==> src/rtl/carpma_birimi_pkg.sv <==
// ---------------------------------------------------------------------------
// carpma_birimi_pkg
// Definitions shared by the multiply unit and its result FIFO:
//   - islem_t: operation encodings (MUL, MULH, MULHSU, MULHU)
//   - VERI_W: data width of operands and results
//   - ETIKET_W: destination register tag width
//   - isaret_bayraklari(): operand signedness flags for an operation
// ---------------------------------------------------------------------------
package carpma_birimi_pkg;

   localparam int VERI_W   = 32;
   localparam int ETIKET_W = 5;

   typedef enum logic [1:0] {
      ISLEM_MUL    = 2'd0,
      ISLEM_MULH   = 2'd1,
      ISLEM_MULHSU = 2'd2,
      ISLEM_MULHU  = 2'd3
   } islem_t;

   // Returns {islec0_isaretli, islec1_isaretli}. MUL uses the signed form
   // because the low half of the product is the same either way.
   function automatic logic [1:0] isaret_bayraklari(input islem_t islem);
      case (islem)
         ISLEM_MUL, ISLEM_MULH: return 2'b11;
         ISLEM_MULHSU:          return 2'b10;
         default:               return 2'b00;
      endcase
   endfunction

endpackage

==> src/rtl/carpma_birimi_sonuc_fifo.sv <==
// ---------------------------------------------------------------------------
// sonuc_fifo
// Result FIFO with the head entry read straight out of storage, so the output
// word is registered and stays put until it is popped.
// Ports:
//   clk_i, rst_ni   clock, asynchronous active-low reset
//   temizle_i       flush: empties the FIFO and zeroes both pointers
//   yaz_i           push yaz_veri_i (never issued while full)
//   oku_hazir_i     consumer ready; a pop happens when oku_gecerli_o is also high
//   oku_gecerli_o   FIFO holds at least one entry
//   oku_veri_o      head entry
//   doluluk_o       current occupancy
// ---------------------------------------------------------------------------
module sonuc_fifo #(
   parameter int DERINLIK = 5,
   parameter int GENISLIK = 37
) (
   input  logic                         clk_i,
   input  logic                         rst_ni,
   input  logic                         temizle_i,
   input  logic                         yaz_i,
   input  logic [GENISLIK-1:0]          yaz_veri_i,
   input  logic                         oku_hazir_i,
   output logic                         oku_gecerli_o,
   output logic [GENISLIK-1:0]          oku_veri_o,
   output logic [$clog2(DERINLIK+1)-1:0] doluluk_o
);

   localparam int PTR_W = $clog2(DERINLIK);
   localparam int SAY_W = $clog2(DERINLIK+1);

   logic [GENISLIK-1:0] bellek [DERINLIK];
   logic [PTR_W-1:0]    yaz_ptr_q;
   logic [PTR_W-1:0]    oku_ptr_q;
   logic [SAY_W-1:0]    doluluk_q;
   logic                oku;

   // Pointers wrap explicitly at the last slot so depths that are not a
   // power of two still cycle through exactly DERINLIK entries.
   function automatic logic [PTR_W-1:0] ilerle(input logic [PTR_W-1:0] ptr);
      if (ptr == PTR_W'(DERINLIK-1)) begin
         return '0;
      end
      return ptr + PTR_W'(1);
   endfunction

   assign oku_gecerli_o = (doluluk_q != '0);
   assign oku           = oku_gecerli_o && oku_hazir_i;
   assign oku_veri_o    = bellek[oku_ptr_q];
   assign doluluk_o     = doluluk_q;

   // Pointer and occupancy bookkeeping. A flush overrides any push or pop in
   // the same cycle; a simultaneous push and pop leaves the count unchanged.
   always_ff @(posedge clk_i or negedge rst_ni) begin
      if (!rst_ni) begin
         yaz_ptr_q <= '0;
         oku_ptr_q <= '0;
         doluluk_q <= '0;
      end else if (temizle_i) begin
         yaz_ptr_q <= '0;
         oku_ptr_q <= '0;
         doluluk_q <= '0;
      end else begin
         if (yaz_i) begin
            yaz_ptr_q <= ilerle(yaz_ptr_q);
         end
         if (oku) begin
            oku_ptr_q <= ilerle(oku_ptr_q);
         end
         if (yaz_i && !oku) begin
            doluluk_q <= doluluk_q + SAY_W'(1);
         end else if (!yaz_i && oku) begin
            doluluk_q <= doluluk_q - SAY_W'(1);
         end
      end
   end

   // Storage is deliberately left out of reset; only the pointers decide
   // which entries are meaningful.
   always_ff @(posedge clk_i) begin
      if (yaz_i) begin
         bellek[yaz_ptr_q] <= yaz_veri_i;
      end
   end

   // The upstream credit scheme guarantees a free slot for every push, so a
   // push while full means that scheme has been broken.
   always_ff @(posedge clk_i) begin
      if (rst_ni && !temizle_i && yaz_i) begin
         tasma_yok: assert (doluluk_q != SAY_W'(DERINLIK));
      end
   end

endmodule

==> src/rtl/carpma_birimi.sv <==
// ---------------------------------------------------------------------------
// carpma_birimi
// Front end for an external fixed-latency multiplier. Requests are forwarded
// to the multiplier, tracked through a shift register matching its latency,
// and the selected half of each product is buffered in a result FIFO.
// Ports:
//   clk_i, rst_ni                 clock, asynchronous active-low reset
//   istek_gecerli_i/istek_hazir_o request handshake
//   istek_islem_i                 operation (islem_t)
//   istek_islec0_i/istek_islec1_i rs1 / rs2 operands
//   istek_etiket_i                destination tag
//   iptal_i                       flush of all in-flight and buffered work
//   carpici_*_o                   operands, signedness and issue strobe
//   carpim_i                      64-bit product, CARPICI_GECIKME cycles later
//   sonuc_gecerli_o/sonuc_hazir_i result handshake
//   sonuc_o, sonuc_etiket_o       result word and its tag
// ---------------------------------------------------------------------------
module carpma_birimi
   import carpma_birimi_pkg::*;
#(
   parameter int CARPICI_GECIKME = 3,
   parameter int SONUC_DERINLIK  = 5
) (
   input  logic                  clk_i,
   input  logic                  rst_ni,
   input  logic                  istek_gecerli_i,
   output logic                  istek_hazir_o,
   input  logic [1:0]            istek_islem_i,
   input  logic [VERI_W-1:0]     istek_islec0_i,
   input  logic [VERI_W-1:0]     istek_islec1_i,
   input  logic [ETIKET_W-1:0]   istek_etiket_i,
   input  logic                  iptal_i,
   output logic [VERI_W-1:0]     carpici_islec0_o,
   output logic [VERI_W-1:0]     carpici_islec1_o,
   output logic                  carpici_islec0_isaretli_o,
   output logic                  carpici_islec1_isaretli_o,
   output logic                  carpici_gecerli_o,
   input  logic [2*VERI_W-1:0]   carpim_i,
   output logic                  sonuc_gecerli_o,
   input  logic                  sonuc_hazir_i,
   output logic [VERI_W-1:0]     sonuc_o,
   output logic [ETIKET_W-1:0]   sonuc_etiket_o
);

   localparam int L        = CARPICI_GECIKME;
   localparam int UCUSTA_W = $clog2(CARPICI_GECIKME+1);
   localparam int TOPLAM_W = $clog2(CARPICI_GECIKME+SONUC_DERINLIK+1);
   localparam int GIRDI_W  = VERI_W + ETIKET_W;

   logic [L-1:0]                       izci_gecerli_q;
   logic [L-1:0]                       izci_ust_q;
   logic [ETIKET_W-1:0]                izci_etiket_q [L];
   logic [UCUSTA_W-1:0]                ucusta;
   logic [$clog2(SONUC_DERINLIK+1)-1:0] doluluk;
   logic [TOPLAM_W-1:0]                toplam;
   logic                               kabul;
   logic                               ust_yari;
   logic [1:0]                         bayraklar;
   logic                               fifo_yaz;
   logic [VERI_W-1:0]                  secili_carpim;
   logic [GIRDI_W-1:0]                 fifo_cikis;

   // Credit check: every operation in the tracking pipe already owns a FIFO
   // slot, so in-flight plus buffered must stay below the FIFO depth. Both
   // terms are registered, so sonuc_hazir_i never reaches istek_hazir_o.
   always_comb begin
      ucusta = '0;
      for (int i = 0; i < L; i++) begin
         ucusta = ucusta + UCUSTA_W'(izci_gecerli_q[i]);
      end
   end

   assign toplam        = TOPLAM_W'(ucusta) + TOPLAM_W'(doluluk);
   assign istek_hazir_o = rst_ni && !iptal_i && (toplam < TOPLAM_W'(SONUC_DERINLIK));
   assign kabul         = istek_gecerli_i && istek_hazir_o;

   // Requests go straight to the multiplier; signedness comes from the
   // operation and the issue strobe is the handshake itself.
   always_comb begin
      bayraklar = isaret_bayraklari(islem_t'(istek_islem_i));
      ust_yari  = (islem_t'(istek_islem_i) != ISLEM_MUL);
   end

   assign carpici_islec0_o          = istek_islec0_i;
   assign carpici_islec1_o          = istek_islec1_i;
   assign carpici_islec0_isaretli_o = bayraklar[1];
   assign carpici_islec1_isaretli_o = bayraklar[0];
   assign carpici_gecerli_o         = kabul;

   // Valid bits of the tracking pipe. They alone decide when a product is
   // real; a flush or reset clears them so late products are ignored.
   always_ff @(posedge clk_i or negedge rst_ni) begin
      if (!rst_ni) begin
         izci_gecerli_q <= '0;
      end else if (iptal_i) begin
         izci_gecerli_q <= '0;
      end else begin
         izci_gecerli_q <= (izci_gecerli_q << 1) | L'(kabul);
      end
   end

   // Half-select and tag travel alongside the valid bits but need no reset,
   // since they are only looked at when the matching valid bit is set.
   always_ff @(posedge clk_i) begin
      izci_ust_q       <= (izci_ust_q << 1) | L'(ust_yari);
      izci_etiket_q[0] <= istek_etiket_i;
      for (int i = 1; i < L; i++) begin
         izci_etiket_q[i] <= izci_etiket_q[i-1];
      end
   end

   // The product lines up with the last tracking stage; a product landing in
   // a flush cycle is dropped.
   assign fifo_yaz      = izci_gecerli_q[L-1] && !iptal_i;
   assign secili_carpim = izci_ust_q[L-1] ? carpim_i[2*VERI_W-1:VERI_W]
                                          : carpim_i[VERI_W-1:0];

   sonuc_fifo #(
      .DERINLIK (SONUC_DERINLIK),
      .GENISLIK (GIRDI_W)
   ) u_sonuc_fifo (
      .clk_i         (clk_i),
      .rst_ni        (rst_ni),
      .temizle_i     (iptal_i),
      .yaz_i         (fifo_yaz),
      .yaz_veri_i    ({izci_etiket_q[L-1], secili_carpim}),
      .oku_hazir_i   (sonuc_hazir_i),
      .oku_gecerli_o (sonuc_gecerli_o),
      .oku_veri_o    (fifo_cikis),
      .doluluk_o     (doluluk)
   );

   assign sonuc_o        = fifo_cikis[VERI_W-1:0];
   assign sonuc_etiket_o = fifo_cikis[GIRDI_W-1:VERI_W];

endmodule

==> config.mk <==
export PLATFORM = sky130hd
export DESIGN_NAME = carpma_birimi
export DESIGN_NICKNAME = d
export VERILOG_FILES = /design/src/rtl/carpma_birimi_pkg.sv /design/src/rtl/carpma_birimi_sonuc_fifo.sv /design/src/rtl/carpma_birimi.sv
export SDC_FILE = /design/constraint.sdc
export NUM_CORES = 1
export LEC_CHECK = 0
export CAP_MARGIN = 0
export CORE_ASPECT_RATIO = 0.6
export CORE_MARGIN = 8
export CORE_UTILIZATION = 45
export DETAILED_ROUTE_END_ITERATION = 6
export HOLD_SLACK_MARGIN = 0.06
export MAX_ROUTING_LAYER = met4
export PLACE_DENSITY = 0.75
export SYNTH_ARGS = -nofsm -noshare
export SYNTH_HDL_FRONTEND = slang
export SYNTH_SLANG_ARGS = --single-unit
export TNS_END_PERCENT = 5
==> constraint.sdc <==
create_clock -name clk_i -period 5.9 [get_ports clk_i]
set_input_delay 0.885 -clock clk_i [delete_from_list [all_inputs] [get_ports clk_i]]
set_output_delay 0.885 -clock clk_i [all_outputs]
set_load 0.05 [all_outputs]
; ---- Yosys cells after proc, flatten, opt, wreduce, memory -nomap -nowiden
; Memories as Yosys holds them, arrays and structs flattened.
; Cells that the tools add are included.
[totals]
ff_bits = 15
ramBits = 200
in_bits = 140
out_inout_bits = 106
wordCells = 60
n_memories = 2
[op_classes]
n_addsub = 7
order_cmp = 1
n_eq_ne = 4
muxes = 22
n_bitwise = 2
reduce_logical = 17
[mem_list]
columns = name, depth, width, read_ports, rd_clocked_by_memory_dff, write_ports, line
row1 = u_sonuc_fifo.bellek, 5, 37, 1, 0, 1, carpma_birimi_sonuc_fifo.sv:32  ; logic [GENISLIK-1:0] bellek [DERINLIK];
row2 = izci_etiket_q, 3, 5, 3, 0, 3, carpma_birimi.sv:52  ; logic [ETIKET_W-1:0] izci_etiket_q [L];
[ops]
columns = cell, count
row1 = two-way mux 3 bit, 12
row2 = two-way mux 32 bit, 1
row3 = adder 3 x 1 -> 3 bit (second input constant), 3
row4 = two-way mux 1 bit, 8
row5 = logical AND 1 bit, 7
row6 = equality test 3 bit (second input constant), 2
row7 = bitwise OR 3 x 1 -> 3 bit, 2
row8 = nonzero test 2 bit, 3
row9 = nonzero test 3 bit, 2
row10 = adder 2 x 3 -> 4 bit, 1
row11 = less-than comparator 4 x 3 -> 1 bit (second input constant), 1
row12 = case mux 2 bit (2 select lines), 1
row13 = logical NOT 1 bit, 3
row14 = subtractor 3 x 1 -> 3 bit (second input constant), 1
row15 = adder 1 x 1 -> 2 bit, 1
row16 = adder 2 x 1 -> 2 bit, 1
row17 = equality test 2 x 1 -> 1 bit (second input constant), 1
row18 = equality test 2 bit (second input constant), 1
row19 = logical NOT 2 bit, 1
row20 = OR reduction 2 bit, 1

; ---- Longest topological paths before layout
; Gate-level depths: netlist (run 1).
[depth]
ltp_word = 8
mapped_depth = 7
depth_no_buf = 7

; ---- Modules after synthesis
; A second synthesis (run 1) with hierarchy kept.
[hier_totals]
cells_unflattened = 484
area_unflattened_um2 = 9145.0
[modules_own_cells]
columns = mod, instances, cells_each, area_per_inst_um2, seq_area_each_um2
row1 = sonuc_fifo, 1, 341, 7516.0, 5780.5
row2 = carpma_birimi, 1, 143, 1629.1, 435.4

; ---- Least setup slack after synthesis (run 1)
; No wires, ideal clock.
[synth_path]
kind = input port to flip-flop
start = input port iptal_i
end = memory u_sonuc_fifo.bellek[0][0], enable pin
setup_time_ns = 0.523
arrival_time_ns = 4.887
required_time_ns = 5.377
slack_ns = 0.489
path_stages = 3
n_path_buf = 2
path_cell_list = clkbuf_1 clkbuf_1 nor4_1
[synth_via]
elab_chain_len = 4
[synth_rtl]
columns = item, line
row1 = start: declaration, carpma_birimi.sv:32  ; input logic iptal_i,
row2 = logical NOT 1 bit, n/a
row3 = logical AND 1 bit, carpma_birimi.sv:114  ; assign fifo_yaz = izci_gecerli_q[L-1] && !iptal_i;
row4 = two-way mux 1 bit, carpma_birimi_sonuc_fifo.sv:81  ; if (yaz_i) begin
row5 = two-way mux 1 bit (implied by the code), carpma_birimi_sonuc_fifo.sv:82  ; bellek[yaz_ptr_q] <= yaz_veri_i;
row6 = end: declaration, carpma_birimi_sonuc_fifo.sv:32
; Every way passes these cells.

; ---- Final worst setup path (run 1)
[layout_path]
start = register u_sonuc_fifo.doluluk_q[0], in the netlist u_sonuc_fifo.doluluk_o[0]
end = output port carpici_gecerli_o
[layout_via]
elab_chain_len = 4
[layout_rtl]
columns = item, line
row1 = start: declaration, carpma_birimi_sonuc_fifo.sv:35  ; logic [SAY_W-1:0] doluluk_q;
row2 = start signal: assignment, carpma_birimi_sonuc_fifo.sv:71  ; doluluk_q <= doluluk_q + SAY_W'(1);
row3 = start signal: assignment, carpma_birimi_sonuc_fifo.sv:73  ; doluluk_q <= doluluk_q - SAY_W'(1);
row4 = adder 2 x 3 -> 4 bit, carpma_birimi.sv:73  ; assign toplam = TOPLAM_W'(ucusta) + TOPLAM_W'(doluluk);
row5 = less-than comparator 4 x 3 -> 1 bit, carpma_birimi.sv:74  ; assign istek_hazir_o = rst_ni && !iptal_i && (toplam < TOPLAM_W'(SONUC_DERINLIK));
row6 = logical AND 1 bit, carpma_birimi.sv:74
row7 = logical AND 1 bit, carpma_birimi.sv:75  ; assign kabul = istek_gecerli_i && istek_hazir_o;
row8 = end: declaration, carpma_birimi.sv:37  ; output logic carpici_gecerli_o,
; Every way passes these cells.

==> impl_metrics.yaml, run 1 <==
status:
  status: "finished, final reports clean"
setup_path:
  crit_path_frequent_cell: "fa_1"
  critPathMaxFanout: 5
  slowest_stage: "clkdlybuf4s50_1"
  required_ps: 5020
  cp-end-kind: "output pin"
  critPathLaunchType: "flip-flop"
  critPathMaxStageDelay_ps: 800
  crit_chain: "fa_1 > ha_1 > inv_1 > fa_1 > nand2b_1 > a221oi_1 > and2_1 > clkdlybuf4s50_1"
  arrival_ps: 3600
  critical_path_class: "flip-flop to output pin"
  ff2ff_path_depth: 6
clocking:
  cts_resized: 0
  htree_levels: 1
  cts_tree: "yes"
  cts_setup_buffers: 0
  path_clk_slew_ps: 70
  numCtsBuffers: 20
  clk_latency_ps: 490
  ctsHoldBuffers: 0
  root_buffer: "clkbuf_16"
  clockBufferDepth: 3
  clock_sinks: 215
floorplanning:
  die-area_um2: 24900
  pin_count: 246
  fp.dieH_um: 126
  die_w_um: 199
  start_util_pct: 45.4
  coreArea_um2: 19800
  num_rows: 40
power_and_ir_drop:
  switchingPower_uw: 1080
  pwr-share-clk_pct: 33.2
  switching_share_pct: 27.4
  ir_worst_vdd_uv: 225
  power_density_nw_per_um2: 370
  p_leak_uw: 0.00348
  pwr-share-seq_pct: 44.9
  p_int_uw: 2860
  pwr-share-comb_pct: 21.9
flow_run:
  maxCapViolCount: 0
synth:
  avgSynthCellArea_um2: 18.5
  synth-main-ff-cell: "edfxtp_1"
  syn_inst: 485
  synthesis.nets: 634
  synth.ff_latch_count: 215
  seq_area_frac_synth_pct: 69.1
  synth-edff-count: 185
  syn-cell-area_um2: 9000
  synth_cell_types: 39
  async_reset_ff_share_pct: 5.58
  ys_warn_count: 0
detailed_routing:
  first_pass_iters: 4
  viasPerCell: 5.17
  avgRoutedWirePerCell_um: 20.7
  wirelength_um: 17300
  drtIter0Drc: 195
  ant_nets: 0
  routed-via-count: 4315
  drc: 0
placement:
  place_ws_ps: 1750
  port_buffers: 117
  post-place-cells: 799
  dp.final_hpwl_um: 10900
  gp_congestion: 0.738
  place_area_um2: 10000
cells_and_area:
  antenna_cells: 0
  drive_above_1_share_pct: 27.9
  final_common_cell: "edfxtp_1"
  area_delta_synth_final_pct: 18.7
  nNetsFinal: 697
  fin_area_um2: 10700
  fin_cells: 835
  layout_common_cells: "edfxtp_1 (185), clkdlybuf4s50_1 (117), mux2_2 (69)"
timing:
  rsz0062_at_grt: "false"
  setup_violations: 0
  hold_viol: 0
  period_needed_ps: 4490
  max_freq_mhz: 223
  worstMarginPinSlew_ps: 1070
  finalSetupTns_ps: 0
  slew_headroom_pct: 28.4
  postLayoutSetupSlackWorst_ps: 1410
  finClkSkew_ps: 15.8
  finalCritPeriodShare_pct: 76.1
  report.final.slew_viol_count: 0
global_route:
  grt_overflow_total: 0
  grt_pass1_wl_um: 26700
  grt_antenna_before_repair: 0
  grt_max_degree: 41
  grt_pass1_vias: 4785
  grt_use_total_pct: 14.1
worst_hold_path:
  hold_depth: 0
  hold_path_class: "flip-flop to flip-flop"
## metrics by stage
step                power, uW  utilization (%)  hold slack, ps
finish                   3950             53.9             324
CTS                      4000             53.9             325
floorplan                2530                -             310
global placement         2660             50.5             310
detailed placement       2680             50.5             313
global route             4110             53.9             332
## metal layers
metal / GRT usage [%] / routed length, um / vias up
met4: 2.74 / 259 / 0
met2: 21.0 / 7690 / 161
met1: 18.8 / 7920 / 2193
li1: - / - / 1933
met3: 4.90 / 1430 / 28
met5: - / 0 / -
## registers in the layout, summed over array words and instances, names as in the netlist
name,flops
izci_etiket_q,15
u_sonuc_fifo.bellek,185
izci_ust_q,3
izci_gecerli_q,3
u_sonuc_fifo.oku_ptr_q,3
u_sonuc_fifo.yaz_ptr_q,3
u_sonuc_fifo.doluluk_o,3
## cells by family after synthesis
family	count (synthesis)	share of synthesized area, %
buffers and inverters	94	7.12
adders and majority gates	9	1.50
and+or+nand+nor	44	2.87
xor gates and xnor gates	3	0.292
AOI/OAI and AO/OA	13	1.11
DFF	215	69.1
muxes	107	18.0
## cell type report
| type | instances | area, um2 |
|---|---|---|
| inverter | 9 | 33.8 |
| fill | 1581 | 9140 |
| multi-input combinational | 176 | 2170 |
| timing repair buffer | 126 | 1240 |
| clock inverter | 14 | 148 |
| clock buffer | 22 | 529 |
| tap | 273 | 342 |
| sequential | 215 | 6220 |
## final timing paths
path                                            from                        end  slack [ps]
max                        u_sonuc_fifo.doluluk_o[0]          carpici_gecerli_o        1410
max in group asynchronous                     rst_ni  u_sonuc_fifo.oku_ptr_q[2]        4720
max reg2reg                u_sonuc_fifo.doluluk_o[0]  u_sonuc_fifo.doluluk_o[1]        3520
min in group asynchronous                     rst_ni          izci_gecerli_q[1]         760
min                              izci_etiket_q[0][9]       izci_etiket_q[0][14]         320
min reg2reg                      izci_etiket_q[0][9]       izci_etiket_q[0][14]         320
## synthesized netlist by cell type, types with 2 or more instances
cell	number	share of area, %
mux2_2	69	8.6
mux4_2	37	9.3
buf_6	5	0.63
nor2b_1	3	0.21
dfrtp_1	12	3.3
or2_2	2	0.14
and2_1	2	0.14
fa_1	3	0.67
buf_2	5	0.28
a21oi_1	4	0.22
dfxtp_1	18	4.0
nand3_1	3	0.17
clkbuf_1	10	0.42
ha_1	6	0.83
nand2b_1	10	0.70
nor4_1	2	0.14
nand2_1	6	0.25
nor3_1	2	0.11
o21ai_0	2	0.11
a21o_1	2	0.17
buf_4	65	5.4
nand4b_1	2	0.19
xnor2_1	3	0.29
inv_1	9	0.38
nor2_1	5	0.21
edfxtp_1	185	62
## power by group through the flow
| stage | Clock [uW] | Sequential [uW] | Combinational [uW] |
|---|---|---|---|
| 2_1_floorplan | 0 | 1730 | 804 |
| 3_3_place_gp | 0 | 1810 | 850 |
| 3_5_place_dp | 0 | 1810 | 868 |
| 4_1_cts | 1350 | 1780 | 873 |
| 5_1_grt | 1410 | 1780 | 914 |
| 6_report | 1310 | 1770 | 864 |
## critical path, delay by kind of cell (launching register included)
family	cells	cell delay [ps]
fa+ha+maj	3	1180
buf+inv	2	850
flops	1	460
compound gates	1	370
simple gates	2	240
No activity file was read; power rests on OpenSTA's default activity.
==> inputs of run 2 (changes only) <==
- clock period: 5.9 -> 4.28 ns (I/O delays scaled with it)
==> run 2 against run 1 <==
Clock power grew 47%. Sequential share of layout area shrank 0.45 points. Design area grew 0.78%. Worst setup slack lost 960 ps. Largest power group unchanged.
==> impl_metrics.yaml, run 2 (same netlist as run 1, synthesis figures left out) <==
status:
  status: "finished, final reports clean"
cells_and_area:
  largest_register_ffs: 185
  reg_top3: "u_sonuc_fifo.bellek x185, izci_etiket_q x15"
  n_fill_cell: 1535
  antenna_cells: 0
  area_delta_synth_final_pct: 19.7
  seqCellArea_um2: 6220
  multi_input_area_um2: 2180
  final_common_cell: "edfxtp_1"
  nNetsFinal: 698
  fin_cells: 835
  layout_common_cells: "edfxtp_1 (185), clkdlybuf4s50_1 (115), mux2_2 (69)"
  fin_area_um2: 10800
  top_register: "u_sonuc_fifo.bellek"
  drive_above_1_share_pct: 28.3
timing:
  rsz0062_at_grt: "false"
  worstMarginPinSlew_ps: 1050
  report.final.slew_viol_count: 0
  period_needed_ps: 3830
  slew_headroom_pct: 30.1
  finClkSkew_ps: 8.88
  finalCritPeriodShare_pct: 89.5
  hold_viol: 0
  setup_violations: 0
  max_freq_mhz: 261
  finalSetupTns_ps: 0
power_and_ir_drop:
  power_density_nw_per_um2: 518
  p_leak_uw: 0.00354
  switching_share_pct: 26.8
  switchingPower_uw: 1490
  pwr-share-clk_pct: 34.5
  ir_worst_vdd_uv: 268
  p_int_uw: 4080
  pwr-share-comb_pct: 22.5
  pwr-share-seq_pct: 43.0
clocking:
  clock_sinks: 215
  path_clk_slew_ps: 70
  ctsHoldBuffers: 0
  numCtsBuffers: 20
  htree_levels: 1
  clk_latency_ps: 480
  cts_tree: "yes"
  clockBufferDepth: 3
  root_buffer: "clkbuf_16"
placement:
  place_area_um2: 10000
  dp.final_hpwl_um: 10700
  port_buffers: 117
  gp_congestion: 0.729
  post-place-cells: 800
setup_path:
  slowest_stage: "fa_1"
  worstReg2RegStart: "izci_gecerli_q[2]"
  ff2ff_path_depth: 4
  critical_path_class: "flip-flop to output pin"
  critPathLaunchType: "flip-flop"
  critical_path.top_delay_family: "adder cells"
  required_ps: 3640
  crit_chain: "fa_1 > ha_1 > inv_1 > fa_1 > nand2b_1 > a221oi_1 > and2_1 > dlymetal6s2s_1"
  ff2ff_setup_slack_ps: 1840
  critPathMaxStageDelay_ps: 530
  crit_path_frequent_cell: "fa_1"
  timing.rr.end: "u_sonuc_fifo.bellek[3][10]"
  critPathMaxFanout: 5
  arrival_ps: 3190
  cp-end-kind: "output pin"
  worst-path-buf-inv: 2
floorplanning:
  num_rows: 40
  start_util_pct: 45.4
  die_w_um: 199
  fp.dieH_um: 126
  die-area_um2: 24900
  pin_count: 246
  coreArea_um2: 19800
global_route:
  grt_use_total_pct: 14.2
  grt_antenna_before_repair: 0
  grt_overflow_total: 0
  grt_pass1_wl_um: 26800
  grt_max_degree: 41
  grt_pass1_vias: 4720
worst_hold_path:
  hold_path_class: "flip-flop to flip-flop"
  hold_depth: 0
  holdPathEnd: "izci_etiket_q[0][9]"
  min_from: "izci_etiket_q[0][4]"
detailed_routing:
  wirelength_um: 17600
  first_pass_iters: 4
  drc: 0
  routed-via-count: 4362
  drtIter0Drc: 198
  ant_nets: 0
  viasPerCell: 5.22
  avgRoutedWirePerCell_um: 21.1
flow_run:
  maxCapViolCount: 0
run 2: what timing repair did:
item                                    CTS  global route
endpoints found under the setup margin    0             2
endpoints found under the hold margin     0             0
resized for setup                         0             2
setup buffers                             0             0
run 2: per-stage QoR:
step / worst slack, ps / power, uW / hold WS, ps / util [%]
detailed placement: 533 / 3710 / 312 / 50.7
global route: 277 / 5780 / 332 / 54.3
floorplan: -694 / 3490 / 310 / -
finish: 450 / 5570 / 324 / 54.3
CTS: 6.24 / 5630 / 326 / 54.3
global placement: 643 / 3680 / 310 / 50.7
run 2: worst max path at each step:
stage	depth (start not counted)	slack [ps]	from	to
finish	8	450	u_sonuc_fifo.doluluk_o[0]	carpici_gecerli_o
global route	8	280	u_sonuc_fifo.doluluk_o[0]	carpici_gecerli_o
CTS	8	6	u_sonuc_fifo.doluluk_o[0]	carpici_gecerli_o
detailed placement	8	530	u_sonuc_fifo.doluluk_o[0]	carpici_gecerli_o
global placement	8	640	u_sonuc_fifo.doluluk_o[0]	carpici_gecerli_o
floorplan	2	-690	iptal_i	u_sonuc_fifo.bellek[4][0]
run 2: cell type report:
| cell class | count | area share [%] |
|---|---|---|
| clock buffer | 23 | 4.95 |
| clock inverter | 12 | 1.69 |
| inverter | 9 | 0.314 |
| multi-input combinational | 176 | 20.2 |
| sequential | 215 | 57.8 |
| tap | 273 | 3.17 |
| timing repair buffer | 127 | 11.9 |
run 2: routing by layer:
metal,track usage (%),share of wire [%],vias up
met1,18.7,46,2247
li1,-,-,1930
met2,22.5,46,155
met4,2.39,1.6,0
met3,3.67,6.5,30
met5,-,0,-
run 2: worst reg2reg max path: cells and delay by family, from the launching register on:
kind	cells	cell delay, ps
AND/OR/NAND/NOR	3	1170
flip-flops	1	660
buffers and inverters	1	330
run 2: power by group through the flow:
stage	clock, uW	sequential, uW	combinational (uW)
after floorplan	0	2380	1110
after global placement	0	2440	1240
after detailed placement	0	2440	1270
after CTS	1960	2400	1270
after global routing	2040	2410	1330
final	1920	2400	1250
==> inputs of run 3 (changes only) <==
- SYNTH_HIERARCHICAL: default -> 1
==> run 3 against run 2 <==
Routed wire length down 0.14%. Synthesized cell count down 0.21%. Sequential share of layout area up 0.13 points. Clock power down 11%. Register-to-register slack worse by 120 ps. Clock skew up 3.0 ps. Via count down 1.6%. Utilization down 0.53 points. Global-route usage down 0.10 points. Critical path type unchanged. Highest routed layer unchanged.
==> impl_metrics.yaml, run 3 <==
status:
  status: "finished, final reports clean"
cells_and_area:
  antenna_cells: 0
  drive_above_1_share_pct: 27.9
  layout_common_cells: "edfxtp_1 (185), clkdlybuf4s50_1 (117), mux2_2 (39)"
  largest_register_ffs: 185
  top_register: "u_sonuc_fifo/bellek"
  nNetsFinal: 698
  fin_cells: 836
  n_fill_cell: 1534
  final_common_cell: "edfxtp_1"
  area_delta_synth_final_pct: 17.5
  reg_top3: "u_sonuc_fifo/bellek x185, izci_etiket_q x15"
synth:
  synth_cell_types: 35
  synthTopCellsByCount: "edfxtp_1 (185), buf_4 (64), mux2_2 (39)"
  synth_top_family_by_area: "multiplexers"
  synth-simple-area-share_pct: 2.02
  seq_area_frac_synth_pct: 68.0
  synth-edff-count: 185
  synth-main-ff-cell: "edfxtp_1"
  synth_compound_area_share_pct: 1.07
  synthAdderAreaFrac_pct: 1.48
  synthesis.nets: 633
  ys_warn_count: 6
  synth.ff_latch_count: 215
  synth.area.mux_share_pct: 19.2
  synth_top_area_cell: "edfxtp_1"
  yosysMostFrequentCell: "edfxtp_1"
  synth_top_area_share_pct: 60.7
  synth_area_leaders: "edfxtp_1 (61%), mux4_2 (9.1%), buf_4 (5.3%), mux2_4 (4.9%), mux2_2 (4.8%)"
  synth_xor_xnor_area_share_pct: 0.383
  async_reset_ff_share_pct: 5.58
  syn_inst: 484
  syn-cell-area_um2: 9150
  avgSynthCellArea_um2: 18.9
worst_hold_path:
  hold_path_class: "flip-flop to flip-flop"
timing:
  finClkSkew_ps: 11.9
  postLayoutSetupSlackWorst_ps: 190
  setup_violations: 0
  worstMarginPinSlew_ps: 1060
  slew_headroom_pct: 29.6
  hold_viol: 0
  report.final.slew_viol_count: 0
  finalCritPeriodShare_pct: 95.6
  rsz0062_at_grt: "false"
  period_needed_ps: 4090
  max_freq_mhz: 244
power_and_ir_drop:
  ir_worst_vdd_uv: 259
  p_leak_uw: 0.00360
  p_total_uw: 5400
  power_density_nw_per_um2: 503
clocking:
  clk_latency_ps: 480
  root_buffer: "clkbuf_16"
  cts_tree: "yes"
  clock_sinks: 215
  path_clk_slew_ps: 60
  cts_resized: 0
  clockBufferDepth: 3
  numCtsBuffers: 21
  cts_setup_buffers: 0
  htree_levels: 1
  ctsHoldBuffers: 0
placement:
  dp.final_hpwl_um: 11300
  gp_congestion: 0.760
  post-place-cells: 799
  port_buffers: 117
  place_ws_ps: 680
detailed_routing:
  routed-via-count: 4291
  drc: 0
  drtIter0Drc: 246
  viasPerCell: 5.13
  wirelength_um: 17600
  first_pass_iters: 6
  ant_nets: 0
  avgRoutedWirePerCell_um: 21.0
setup_path:
  slowest_stage: "clkdlybuf4s50_1"
  critPathLaunchType: "flip-flop"
  cp-end-kind: "output pin"
  required_ps: 3640
  critPathMaxFanout: 6
  crit_chain: "fa_1 > ha_1 > inv_1 > fa_1 > xor2_1 > a21oi_1 > nor4_1 > clkdlybuf4s50_1"
  critPathMaxStageDelay_ps: 870
  critical_path.top_delay_family: "adder cells"
  worst-path-buf-inv: 2
  arrival_ps: 3450
  critical_path_class: "flip-flop to output pin"
  crit_path_frequent_cell: "fa_1"
global_route:
  grt_antenna_before_repair: 0
  grt_pass1_vias: 4800
  grt_overflow_total: 0
  grt_pass1_wl_um: 27000
  grt_use_total_pct: 14.1
  grt_max_degree: 41
flow_run:
  maxCapViolCount: 0
floorplanning:
  num_rows: 40
  fp.dieH_um: 126
  start_util_pct: 45.8
  coreArea_um2: 20000
  die-area_um2: 25300
  die_w_um: 200
  pin_count: 246
[run 3: cell count changes in the layout (fill, tap and decap cells not counted), moves of 4 or more]
| cell | before | now |
|---|---|---|
| nand2b_1 | 10 | 4 |
| a21oi_1 | 4 | 8 |
| mux2_4 | 0 | 30 |
| mux2_2 | 69 | 39 |
| bufinv_16 | 5 | 0 |
| nor2_1 | 4 | 12 |
[run 3: final timing paths]
check / from / end / slack [ps] / cells past startpoint
max: u_sonuc_fifo/doluluk_o[0] / carpici_gecerli_o / 190 / 8
min in group asynchronous: rst_ni / u_sonuc_fifo/doluluk_o[2] / 540 / 1
min: izci_ust_q[1] / izci_ust_q[2] / 330 / 0
max reg2reg: izci_gecerli_q[2] / u_sonuc_fifo/doluluk_o[1] / 1720 / 7
min reg2reg: izci_ust_q[1] / izci_ust_q[2] / 330 / 0
max in group asynchronous: rst_ni / u_sonuc_fifo/oku_ptr_q[1] / 3300 / 1
[run 3: metal layers]
metal  wire length [um]  GRT usage [%]  up-vias
met5                  0              -        -
met4                228           2.72        0
met3               1310           4.36       22
met2               8110           21.6      175
met1               7910           18.5     2179
li1                   -              -     1915
[run 3: cell type report]
class,count,area (um2),area share (%)
inverters,12,45.0,0.419
clock inverters,8,51.3,0.478
repair buffers,125,1240,11.6
multi-input cells,174,2240,20.9
well taps,273,342,3.18
clock buffers,29,597,5.56
flip-flops and latches,215,6220,57.9
[run 3: logic make-up (layout without fill, tap and decap cells)]
group,Yosys count,count (layout)
XOR/XNOR,4,4
buffers and inverters,95,174
adder cells (fa/ha/maj),9,9
AND/OR/NAND/NOR,36,36
AO/OA/AOI/OAI,16,16
flip-flops,215,215
multiplexers,109,109
[run 3: power breakdown]
part           switching [uW]  leakage, uW  internal (uW)
combinational             696      0.00132            595
sequential               83.0      0.00197           2310
clock                     730     0.000309            981
total                    1510      0.00360           3890
[run 3: through the flow]
step	cell area, um2	hold slack, ps	util (%)	setup TNS (ps)
global route	10700	334	53.8	0
finish	10700	326	53.8	0
CTS	10700	327	53.8	0
detailed placement	10100	312	50.5	0
global placement	10100	312	50.5	0
floorplan	9150	310	-	-421
